--- config.mk ---
export PLATFORM = sky130hd
export DESIGN_NAME = mul_iter_unit
export DESIGN_NICKNAME = d
export VERILOG_FILES = /design/src/rtl/mul_iter_unit_pkg.sv /design/src/rtl/mul_iter_unit_radix_step.sv /design/src/rtl/mul_iter_unit.sv
export SDC_FILE = /design/constraint.sdc
export NUM_CORES = 1
export LEC_CHECK = 0
export CAP_MARGIN = 20
export CELL_PAD_IN_SITES_DETAIL_PLACEMENT = 0
export CELL_PAD_IN_SITES_GLOBAL_PLACEMENT = 2
export CORE_MARGIN = 3
export CORE_UTILIZATION = 34
export CTS_CLUSTER_DIAMETER = 50
export CTS_CLUSTER_SIZE = 25
export DETAILED_ROUTE_END_ITERATION = 10
export GPL_TIMING_DRIVEN = 0
export MAX_ROUTING_LAYER = met4
export PLACE_DENSITY = 0.87
export SLEW_MARGIN = 20
export SYNTH_ARGS = -nofsm -noshare
export SYNTH_HDL_FRONTEND = slang
export SYNTH_HIERARCHICAL = 1
export SYNTH_SLANG_ARGS = --single-unit
export TNS_END_PERCENT = 20
--- constraint.sdc ---
create_clock -name clk -period 9.35 [get_ports clk]
set_input_delay 1.87 -clock clk [delete_from_list [all_inputs] [get_ports clk]]
set_output_delay 1.87 -clock clk [all_outputs]
set_load 0.005 [all_outputs]
--- src/rtl/mul_iter_unit_pkg.sv ---
// Shared types for the iterative multiplier: operation encoding, CDB packet and tag widths.
package mul_iter_unit_pkg;

  localparam int XLEN      = 32;
  localparam int PR_WIDTH  = 6;
  localparam int ROB_WIDTH = 4;

  // Encoding matches funct3[1:0] of the RV32M multiply group.
  typedef enum logic [1:0] {
    MUL    = 2'b00,
    MULH   = 2'b01,
    MULHSU = 2'b10,
    MULHU  = 2'b11
  } mul_op_t;

  typedef struct packed {
    logic                 cdb_valid;
    logic [ROB_WIDTH-1:0] rob;
    logic [4:0]           arch_reg;
    logic [PR_WIDTH-1:0]  phys_reg;
    logic [XLEN-1:0]      data;
    logic [XLEN-1:0]      ps1_rdata;
    logic [XLEN-1:0]      ps2_rdata;
    logic                 br_taken;
    logic [XLEN-1:0]      br_target;
  } cdb_t;

endpackage

--- src/rtl/mul_iter_unit_radix_step.sv ---
// One radix-2^BPC partial-product step: acc_out = acc_in + (mag_a * digit) << shift, all unsigned.
module mul_radix_step #(
  parameter int ACC_W   = 64,
  parameter int MAG_W   = 32,
  parameter int DIGIT_W = 2,
  parameter int SHIFT_W = 6
) (
  input  logic [ACC_W-1:0]   acc_in,
  input  logic [MAG_W-1:0]   mag_a,
  input  logic [DIGIT_W-1:0] digit,
  input  logic [SHIFT_W-1:0] shift,
  output logic [ACC_W-1:0]   acc_out
);

  logic [ACC_W-1:0] partial;

  assign partial = ACC_W'(mag_a) * ACC_W'(digit);
  assign acc_out = acc_in + (partial << shift);

endmodule

--- src/rtl/mul_iter_unit.sv ---
// Iterative RV32M multiplier: sign-magnitude shift-add over BITS_PER_CYCLE multiplier bits per cycle,
// result held on the CDB until acknowledged, killed by flush.
module mul_iter_unit
  import mul_iter_unit_pkg::*;
#(
  parameter int OPERAND_WIDTH  = 32,
  parameter int BITS_PER_CYCLE = 2,
  parameter int EARLY_TERM     = 1
) (
  input  logic                     clk,
  input  logic                     rst_n,
  input  logic                     start_valid,
  output logic                     start_ready,
  input  logic [1:0]               mul_op,
  input  logic [OPERAND_WIDTH-1:0] a,
  input  logic [OPERAND_WIDTH-1:0] b,
  input  logic [4:0]               arch_reg,
  input  logic [PR_WIDTH-1:0]      phys_reg,
  input  logic [ROB_WIDTH-1:0]     rob,
  input  logic                     flush,
  input  logic                     cdb_mul_ack,
  output cdb_t                     mul_cdb_output
);

  localparam int W   = OPERAND_WIDTH;
  localparam int BPC = BITS_PER_CYCLE;
  localparam int N   = W / BPC;
  localparam int CW  = $clog2(N) + 1;
  localparam int SW  = $clog2(2 * W);

  localparam logic [1:0] S_IDLE  = 2'd0;
  localparam logic [1:0] S_BUSY  = 2'd1;
  localparam logic [1:0] S_FIXUP = 2'd2;
  localparam logic [1:0] S_DONE  = 2'd3;

  function automatic logic [W-1:0] mag_of(input logic [W-1:0] x, input logic sgn);
    return sgn ? (~x + 1'b1) : x;
  endfunction

  function automatic logic [2*W-1:0] neg2w(input logic [2*W-1:0] x);
    return ~x + 1'b1;
  endfunction

  logic [1:0]           state_q, state_d;
  logic [1:0]           op_q, op_d;
  logic [ROB_WIDTH-1:0] rob_q, rob_d;
  logic [4:0]           arch_q, arch_d;
  logic [PR_WIDTH-1:0]  phys_q, phys_d;
  logic [W-1:0]         ps1_q, ps1_d, ps2_q, ps2_d;
  logic [W-1:0]         mag_a_q, mag_a_d, mag_b_q, mag_b_d;
  logic [2*W-1:0]       acc_q, acc_d;
  logic                 neg_q, neg_d;
  logic [CW-1:0]        iter_q, iter_d;

  logic [2*W-1:0] acc_step;
  logic [SW-1:0]  shift;
  logic [W-1:0]   mag_b_shift;
  logic           last_iter, accept, sign_a, sign_b;

  assign shift = SW'(iter_q * BPC);

  mul_radix_step #(
    .ACC_W   (2 * W),
    .MAG_W   (W),
    .DIGIT_W (BPC),
    .SHIFT_W (SW)
  ) u_step (
    .acc_in  (acc_q),
    .mag_a   (mag_a_q),
    .digit   (mag_b_q[BPC-1:0]),
    .shift   (shift),
    .acc_out (acc_step)
  );

  always_comb begin
    start_ready = (state_q == S_IDLE) | ((state_q == S_DONE) & cdb_mul_ack);
    accept      = start_valid & start_ready & ~flush;
    sign_a      = a[W-1] & ((mul_op == MULH) | (mul_op == MULHSU));
    sign_b      = b[W-1] & (mul_op == MULH);
    mag_b_shift = mag_b_q >> BPC;
    last_iter   = (iter_q == CW'(N - 1)) | ((EARLY_TERM != 0) & (mag_b_shift == '0));

    state_d = state_q;
    op_d    = op_q;
    rob_d   = rob_q;
    arch_d  = arch_q;
    phys_d  = phys_q;
    ps1_d   = ps1_q;
    ps2_d   = ps2_q;
    mag_a_d = mag_a_q;
    mag_b_d = mag_b_q;
    acc_d   = acc_q;
    neg_d   = neg_q;
    iter_d  = iter_q;

    case (state_q)
      S_BUSY: begin
        acc_d   = acc_step;
        mag_b_d = mag_b_shift;
        iter_d  = iter_q + 1'b1;
        if (last_iter) state_d = S_FIXUP;
      end
      // acc is reused as the signed product register from here on
      S_FIXUP: begin
        acc_d   = neg_q ? neg2w(acc_q) : acc_q;
        state_d = S_DONE;
      end
      S_DONE: if (cdb_mul_ack) state_d = S_IDLE;
      default: ;
    endcase

    if (accept) begin
      state_d = S_BUSY;
      op_d    = mul_op;
      rob_d   = rob;
      arch_d  = arch_reg;
      phys_d  = phys_reg;
      ps1_d   = a;
      ps2_d   = b;
      mag_a_d = mag_of(a, sign_a);
      mag_b_d = mag_of(b, sign_b);
      neg_d   = (sign_a ^ sign_b) & (|a) & (|b);
      acc_d   = '0;
      iter_d  = '0;
    end

    if (flush) state_d = S_IDLE;
  end

  always_ff @(posedge clk or negedge rst_n) begin
    if (!rst_n) begin
      state_q <= S_IDLE;
      op_q    <= '0;
      rob_q   <= '0;
      arch_q  <= '0;
      phys_q  <= '0;
      ps1_q   <= '0;
      ps2_q   <= '0;
      mag_a_q <= '0;
      mag_b_q <= '0;
      acc_q   <= '0;
      neg_q   <= 1'b0;
      iter_q  <= '0;
    end else begin
      state_q <= state_d;
      op_q    <= op_d;
      rob_q   <= rob_d;
      arch_q  <= arch_d;
      phys_q  <= phys_d;
      ps1_q   <= ps1_d;
      ps2_q   <= ps2_d;
      mag_a_q <= mag_a_d;
      mag_b_q <= mag_b_d;
      acc_q   <= acc_d;
      neg_q   <= neg_d;
      iter_q  <= iter_d;
    end
  end

  always_comb begin
    mul_cdb_output = '0;
    if (state_q == S_DONE) begin
      mul_cdb_output.cdb_valid = 1'b1;
      mul_cdb_output.rob       = rob_q;
      mul_cdb_output.arch_reg  = arch_q;
      mul_cdb_output.phys_reg  = phys_q;
      mul_cdb_output.data      = XLEN'((op_q == MUL) ? acc_q[W-1:0] : acc_q[2*W-1:W]);
      mul_cdb_output.ps1_rdata = XLEN'(ps1_q);
      mul_cdb_output.ps2_rdata = XLEN'(ps2_q);
    end
  end

endmodule

==> implementation parameters, run 1 <==
Parameter                              Value

Clock network
  Clock sink total ... about 220
  TritonCTS clock tree ... done
  Clock slew at reported path FFs ... 60 ps
  Total clock buffers created by CTS ... 34
  Hold_buf cts ... 0
  H-tree levels ... 2
  Clock latency on the worst-skew pair ... roughly 560 ps
  Maximum root-to-sink buffer count ... 3
  CTS Root Cell ... sky130_fd_sc_hd__clkbuf_16

Critical path
  Most frequent cell on the critical path ... sky130_fd_sc_hd__mux2i_1
  Crit Path Max Fanout ... 10
  Type of destination of the critical path ... flop
  Setup crit start kind ... flop
  Data required, critical path ... 9790 ps
  Crit path max-delay family ... compound AO/OA/AOI/OAI gates
  Buffering stage count on the worst path with inverters included ... 3
  Critical path origin ... mag_b_q[1]
  Data arrival time of the critical path ... between 9000 and 10000 ps
  Start-to-end type of the worst setup path ... flop to flop
  RR Startpoint ... mag_b_q[1]
  Maximum cell stage delay along the critical path ... ~640 ps
  Critical-path top delay cell ... sky130_fd_sc_hd__or4_1

Drt
  DRT Wirelength ... between 90000 and 100000 um
  Vias post-DR ... approximately 23000
  Via density per instance ... about 5.7
  Residual antenna-violating net count after detailed routing ... 0
  DRC violations left ... 0
  DRC violation total after the first TritonRoute iteration ... 1985
  Average routed wire per standard cell ... ~23 um
  Detailed-router iteration count before antenna repair ... 7

Power
  Max rail drop VDD ... around 130 uV
  Leakage component of the power ... roughly 11 nW
  Total power ... 8.021 mW
  Pwr dens ... around 310 nW/um2

STA
  Maximum operating frequency ... between 0.1 and 0.15 GHz
  Headroom to the max-slew limit ... 0.2916
  Final critical-path required period ... 8793 ps
  Hold WS ... around 470 ps
  Slew @ Worst Pin ... around 1100 ps
  Final critical-path share of the clock period ... 0.9404
  Max-slew violation count ... 0
  Post-route clock skew ... just under 30 ps
  RSZ-0062 raised after global routing ... false
  Final number of hold-violating endpoints ... 0
  Number of endpoints failing setup at the final stage ... 0

Floorplan
  Boundary pin count ... 232
  Area of the placeable core ... between 60000 and 70000 um2
  Area of the die ... 65980 um2
  Die Span Y ... between 200 and 300 um
  Starting utilization of the core area ... 0.3455
  Std-Cell Rows ... between 90 and 100
  Die W ... 256.9 um

Global route
  Global-route wire length before repair ... ~140000 um
  Overflow left after global routing ... 0
  Number of antenna violations at the first check in global routing ... 1
  Pin count of the biggest net entering global routing ... 89
  Number of global-route vias before repair ... 23030
  Total global-route track usage ... 0.2852

Final layout
  FF/Latch Area ... 5405 um2
  Area of the multi-input gates ... roughly 15000 um2
  Net count, final ... 3346
  Share of layout cells above drive strength 1 ... 0.06658
  Fin util ... 0.4171
  Cell area after layout ... approximately 26000 um2
  Filler Cell Count ... 6522
  Area growth from synthesis to layout ... 20.73%

Worst hold path
  Worst hold start ... arch_q[2]
  Class of the tightest hold or removal check ... flop to flop

Synth
  Cell accounting for the most synthesized area ... sky130_fd_sc_hd__dfrtp_1
  Library cells used by synthesis ... 112
  Synthesis-stage register bit count ... ~220
  Post-synthesis async set-or-reset flop share ... 1.000
  Yosys top cell area share ... 0.2526
  Number of synthesis warnings ... 6
  Most common library cells after synthesis ... sky130_fd_sc_hd__nand2_1, sky130_fd_sc_hd__dfrtp_1, sky130_fd_sc_hd__nor2_1
  Dominant synthesized flop cell ... sky130_fd_sc_hd__dfrtp_1
  Seq/Total Area, Yosys ... 0.2526
  Mean post-synth cell area ... roughly 7.4 um2
  Number of synthesized flops with an enable pin ... 0
  Instance count of the mapped netlist ... between 2000 and 3000
  Most common cell in the synthesized netlist ... sky130_fd_sc_hd__nand2_1
  Cell types occupying the most area after synthesis ... sky130_fd_sc_hd__dfrtp_1, sky130_fd_sc_hd__nand2_1, sky130_fd_sc_hd__ha_1, sky130_fd_sc_hd__o21ai_0, sky130_fd_sc_hd__a21oi_1
  Cell area after synthesis ... about 21000 um2

Run
  Count of max-cap constraint violations ... 0

Placed design
  Placer congestion estimate ... 0.9972
  Port-buffer cells ... about 200
  Detailed placement HPWL ... 74220 um
  Post-detailed-placement cell area ... 24650 um2

Run status
  Result of the run ... complete, no violations
[sequential cells by signal (all words and copies together) (netlist names)]
signal,flops
ps1_q,32
acc_q,64
ps2_q,32
op_q,2
phys_q,6
mag_b_q,32
iter_q,5
arch_q,5
mag_a_q,31
state_q,2
rob_q,4
neg_q,1
[cell families after synthesis]
group | count (synthesis) | share of synthesized area
fa+ha+maj | 102 | 0.06034
xor+xnor | 149 | 0.06099
other cells | 1 | 0.0001752
compound gates | 807 | 0.2475
mux | 74 | 0.03976
simple gates | 1240 | 0.2772
flops | 216 | 0.2526
buf+inv | 294 | 0.06151
[area by class of cell]
cell class | count | area share
clock buffer | 41 | 0.03550
sequential | 216 | 0.2092
multi-input combinational | 2410 | 0.5742
tap | 837 | 0.04054
antenna | 1 | 0.00009686
inverter | 71 | 0.01032
timing repair buffer | 202 | 0.07952
buffer | 223 | 0.04063
clock inverter | 21 | 0.009977
[power by group]
group	leakage (nW)	internal [mW]	switching, mW
registers	2.73	1.25	0.471
logic	8.18	1.78	3.18
clock network	0.569	0.783	0.551
[cell usage in the layout (no fill, tap or decap), drive strengths merged, types with 80 or more instances in the layout]
cell type	n
and3	101
inv	80
and2	88
clkdlybuf4s50	197
nand2	521
xnor2	87
a21oi	190
nor2	211
clkbuf	192
dfrtp	216
ha	100
o21ai	219
[routing by layer]
layer / share of wire / track usage
met5: 0 / -
met2: 0.47 / 0.4707
met3: 0.058 / 0.03819
met4: 0.051 / 0.1272
met1: 0.42 / 0.3486
[what timing repair did]
action / in CTS / in global routing
buffers inserted: 0 / 0
setup endpoints to repair: 0 / 4
gates resized for setup: 0 / 2
[worst min-delay path, delay by kind of cell (launching register included)]
family        cells  cell delay (ps)
flops             1              340
simple gates      2              100
[path summary, 6_finish.rpt]
kind / endpoint / slack [ps] / depth (start not counted)
worst min register to register: arch_q[2] / 470 / 2
worst max register to register: acc_q[61] / 560 / 35
max in group asynchronous: ps1_q[6] / 6810 / 3
min in group asynchronous: acc_q[12] / 1230 / 1
worst min-delay path: arch_q[2] / 470 / 2
worst max-delay path: acc_q[61] / 560 / 35
[per-stage QoR]
| step | setup slack, ps | cells | setup TNS (ps) |
|---|---|---|---|
| detailed placement | 144.9 | 3959 | 0 |
| floorplan | 2738 | 2920 | 0 |
| global placement | -3630 | 3955 | -769750 |
| finish | 557.3 | 4022 | 0 |
| global route | 119.9 | 4022 | 0 |
| CTS | 81.55 | 4021 | 0 |
Power figures use the tool's default switching activity.
==> run 2: changes to the inputs <==
--- a/config.mk
+++ b/config.mk
@@ -5,6 +5,7 @@
 export SDC_FILE = /design/constraint.sdc
 export NUM_CORES = 1
 export LEC_CHECK = 0
+export ABC_CLOCK_PERIOD_IN_PS = 9350
 export CAP_MARGIN = 20
 export CELL_PAD_IN_SITES_DETAIL_PLACEMENT = 0
 export CELL_PAD_IN_SITES_GLOBAL_PLACEMENT = 2
@@ -15,7 +16,7 @@
 export DETAILED_ROUTE_END_ITERATION = 10
 export GPL_TIMING_DRIVEN = 0
 export MAX_ROUTING_LAYER = met4
-export PLACE_DENSITY = 0.87
+export PLACE_DENSITY_LB_ADDON = 0.25
 export SLEW_MARGIN = 20
 export SYNTH_ARGS = -nofsm -noshare
 export SYNTH_HDL_FRONTEND = slang
==> run 2 against run 1 <==
  * Sequential cell count stayed put
  * Clock-buffer cell count is 6 higher
  * Sequential share of layout area is 0.082 points lower
  * Total power is 0.77% higher
  * Clock power is 5% higher
  * Register-to-register slack hardly changed
  * Fmax is 0.15% lower
  * Design area is 0.39% higher
  * Clock skew is 24 ps higher
  * Worst hold slack better by 1.2 ps
  * First-iteration DRC count is 14% lower
  * Critical path type unchanged
  * Highest routed layer unchanged
==> implementation parameters, run 2 (synthesized netlist as in run 1, its figures left out) <==
Parameter                              Value

Drt
  Vias post-DR ... 22980 (-0.11%)
  Average routed wire per standard cell ... 23.50 um (+0.55%)
  DR WL met2 ... 45520 um (+3.0%)
  DRC violation total after the first TritonRoute iteration ... 1704 (-14%)
  Uppermost routed layer ... met4
  Detailed route wirelength on metal3 ... 4601 um (-15%)
  Residual antenna-violating net count after detailed routing ... 0 (unchanged)
  Via density per instance ... 5.703 (-0.29%)
  Sum of routed wire segments on met1 ... 39440 um (-0.41%)
  DRC violations left ... 0 (unchanged)
  Detailed-router iteration count before antenna repair ... 6 (-1)
  DRT Wirelength ... 94670 um (+0.72%)

STA
  Slew @ Worst Pin ... 1154 ps (+91.48 ps)
  RSZ-0062 raised after global routing ... false
  Headroom to the max-slew limit ... 0.2306 (-0.06099)
  Final critical-path required period ... 8806 ps (+13.61 ps)
  Final critical-path share of the clock period ... 0.9419 (+0.001455)
  Max-slew violation count ... 0 (unchanged)
  Hold WS ... 472.1 ps (+1.246 ps)
  Number of endpoints failing setup at the final stage ... 0 (unchanged)
  Final number of hold-violating endpoints ... 0 (unchanged)
  Post-route clock skew ... 53.56 ps (+24.00 ps)
  Aggregate negative setup slack ... 0 ps (unchanged)
  Maximum operating frequency ... 0.1136 GHz (-0.15%)

Clock network
  Clock latency on the worst-skew pair ... 580 ps (+20 ps)
  Total clock buffers created by CTS ... 39 (+15%)
  Hold_buf cts ... 0 (unchanged)
  Post-CTS sizing ... 0 (unchanged)
  Buffers inserted by post-CTS timing repair ... 0 (unchanged)
  H-tree levels ... 2 (unchanged)
  Maximum root-to-sink buffer count ... 3 (unchanged)
  TritonCTS clock tree ... done
  Clock slew at reported path FFs ... 60 ps (about the same)
  Clock sink total ... 216 (unchanged)
  CTS Root Cell ... sky130_fd_sc_hd__clkbuf_16

Power
  Sequential fraction of design power ... 0.213 (-0.002)
  Power dissipated by switching net loads ... 4.198 mW (about the same)
  Internal power ... 3.885 mW (+1.7%)
  Pwr dens ... 311.7 nW/um2 (+0.38%)
  Max rail drop VDD ... 132.5 uV (+5.1%)
  Comb pwr share ... 0.613 (-0.006)
  Leakage component of the power ... 11.53 nW (+0.43%)
  Switching Fraction ... 0.5194 (-0.004353)
  Clock group share of total power ... 0.174 (+0.008)

Global route
  Number of antenna violations at the first check in global routing ... 0 (-1)
  Global-route wire length before repair ... 143000 um (about the same)
  Pin count of the biggest net entering global routing ... 91 (+2.2%)
  Total global-route track usage ... 0.2874 (+0.002255)
  Number of global-route vias before repair ... 22760 (-1.2%)
  Overflow left after global routing ... 0 (unchanged)

Final layout
  Net count, final ... 3351 (+0.15%)
  Most frequent standard cell in the layout excluding fill and tap cells ... sky130_fd_sc_hd__nand2_1
  Filler Cell Count ... 6518 (-0.061%)
  Flip-flop count of the largest register, all copies and words added ... 64 (unchanged)
  Most used cells in the layout excluding fill and tap cells ... sky130_fd_sc_hd__nand2_1, sky130_fd_sc_hd__dfrtp_1, sky130_fd_sc_hd__nor2_1
  Register with the highest flop count ... acc_q
  Share of layout cells above drive strength 1 ... 0.06892 (+0.002339)
  ANT cells ... 0 (-1)
  Area growth from synthesis to layout ... 21.21%

Critical path
  Data arrival time of the critical path ... 9250 ps (+20 ps)
  Start-to-end type of the worst setup path ... flop to flop
  Type of destination of the critical path ... flop
  Crit Path Max Fanout ... 10 (unchanged)
  Most frequent cell on the critical path ... sky130_fd_sc_hd__mux2i_1
  Setup crit start kind ... flop
  Maximum cell stage delay along the critical path ... 640 ps (about the same)
  Data required, critical path ... 9800 ps (about the same)
  Critical-path top delay cell ... sky130_fd_sc_hd__or4_1

Floorplan
  Area of the die ... 65980 um2 (unchanged)
  Die Span Y ... 256.9 um (unchanged)
  Starting utilization of the core area ... 0.3455 (unchanged)
  Boundary pin count ... 232 (unchanged)
  Die W ... 256.9 um (unchanged)
  Std-Cell Rows ... 91 (unchanged)
  Area of the placeable core ... 61940 um2 (unchanged)

Run status
  Result of the run ... complete, no violations

Worst hold path
  Class of the tightest hold or removal check ... flop to flop

Placed design
  Placer congestion estimate ... 0.9806 (-1.7%)
  Port-buffer cells ... 198 (unchanged)
  Detailed placement HPWL ... 75530 um (+1.8%)

Run
  Count of max-cap constraint violations ... 0 (unchanged)
run 2: cell count changes in the layout (fill, tap and decap cells not counted), sizes merged:
cell,previous run,this run
bufinv,2,1
clkinv,8,11
clkbuf,192,198
diode,1,0
run 2: stage by stage:
stage	power (mW)	std cells	area, um2	util	setup WS, ps
2_1_floorplan	4.915	2920	21540	-	2738
3_3_place_gp	6.538	3955	24570	0.3966	-3630
3_5_place_dp	6.579	3959	24650	0.3980	424.7
4_1_cts	8.018	4029	25920	0.4185	366.0
5_1_grt	8.639	4029	25940	0.4187	121.1
6_report	8.083	4029	25940	0.4187	543.7
run 2: worst paths after layout:
kind                             from        end  slack [ps]  cells after the start
hold / removal              ps1_q[28]  ps1_q[28]         470                      2
min in group asynchronous       rst_n  acc_q[16]        1280                      1
max in group asynchronous       rst_n   ps1_q[8]        6750                      3
hold reg to reg             ps1_q[28]  ps1_q[28]         470                      2
setup / recovery           mag_b_q[0]  acc_q[61]         540                     35
setup reg to reg           mag_b_q[0]  acc_q[61]         540                     35
run 2: final cells by class:
cell class	count	area, um2	share of cell area
Buffer	223	1050	0.04047
Clock buffer	47	1046	0.04033
Clock inverter	23	227.7	0.008780
Inverter	71	266.5	0.01028
Multi-Input combinational cell	2410	14840	0.5721
Sequential cell	216	5405	0.2084
Tap cell	837	1047	0.04038
Timing Repair Buffer	202	2054	0.07921
run 2: power groups by stage:
stage / Sequential, mW / Combinational (mW) / Clock, mW
floorplan: 1.51 / 3.41 / 0
finish: 1.72 / 4.96 / 1.40
global route: 1.76 / 5.41 / 1.46
detailed placement: 1.72 / 4.86 / 0
CTS: 1.71 / 4.88 / 1.43
global placement: 1.72 / 4.82 / 0
run 2: critical path: cells and delay by family (launching register included):
family / cells / cell delay (ps)
simple gates: 10 / 2420
fa+ha+maj: 3 / 870
buf+inv: 3 / 640
compound gates: 14 / 3260
flops: 1 / 570
xor+xnor: 2 / 390
mux: 3 / 510
run 2: per-layer routing:
metal	vias up	global-route usage
li1	10900	-
met1	11110	0.3444
met5	-	-
met3	193	0.03326
met4	0	0.1372
met2	767	0.4827
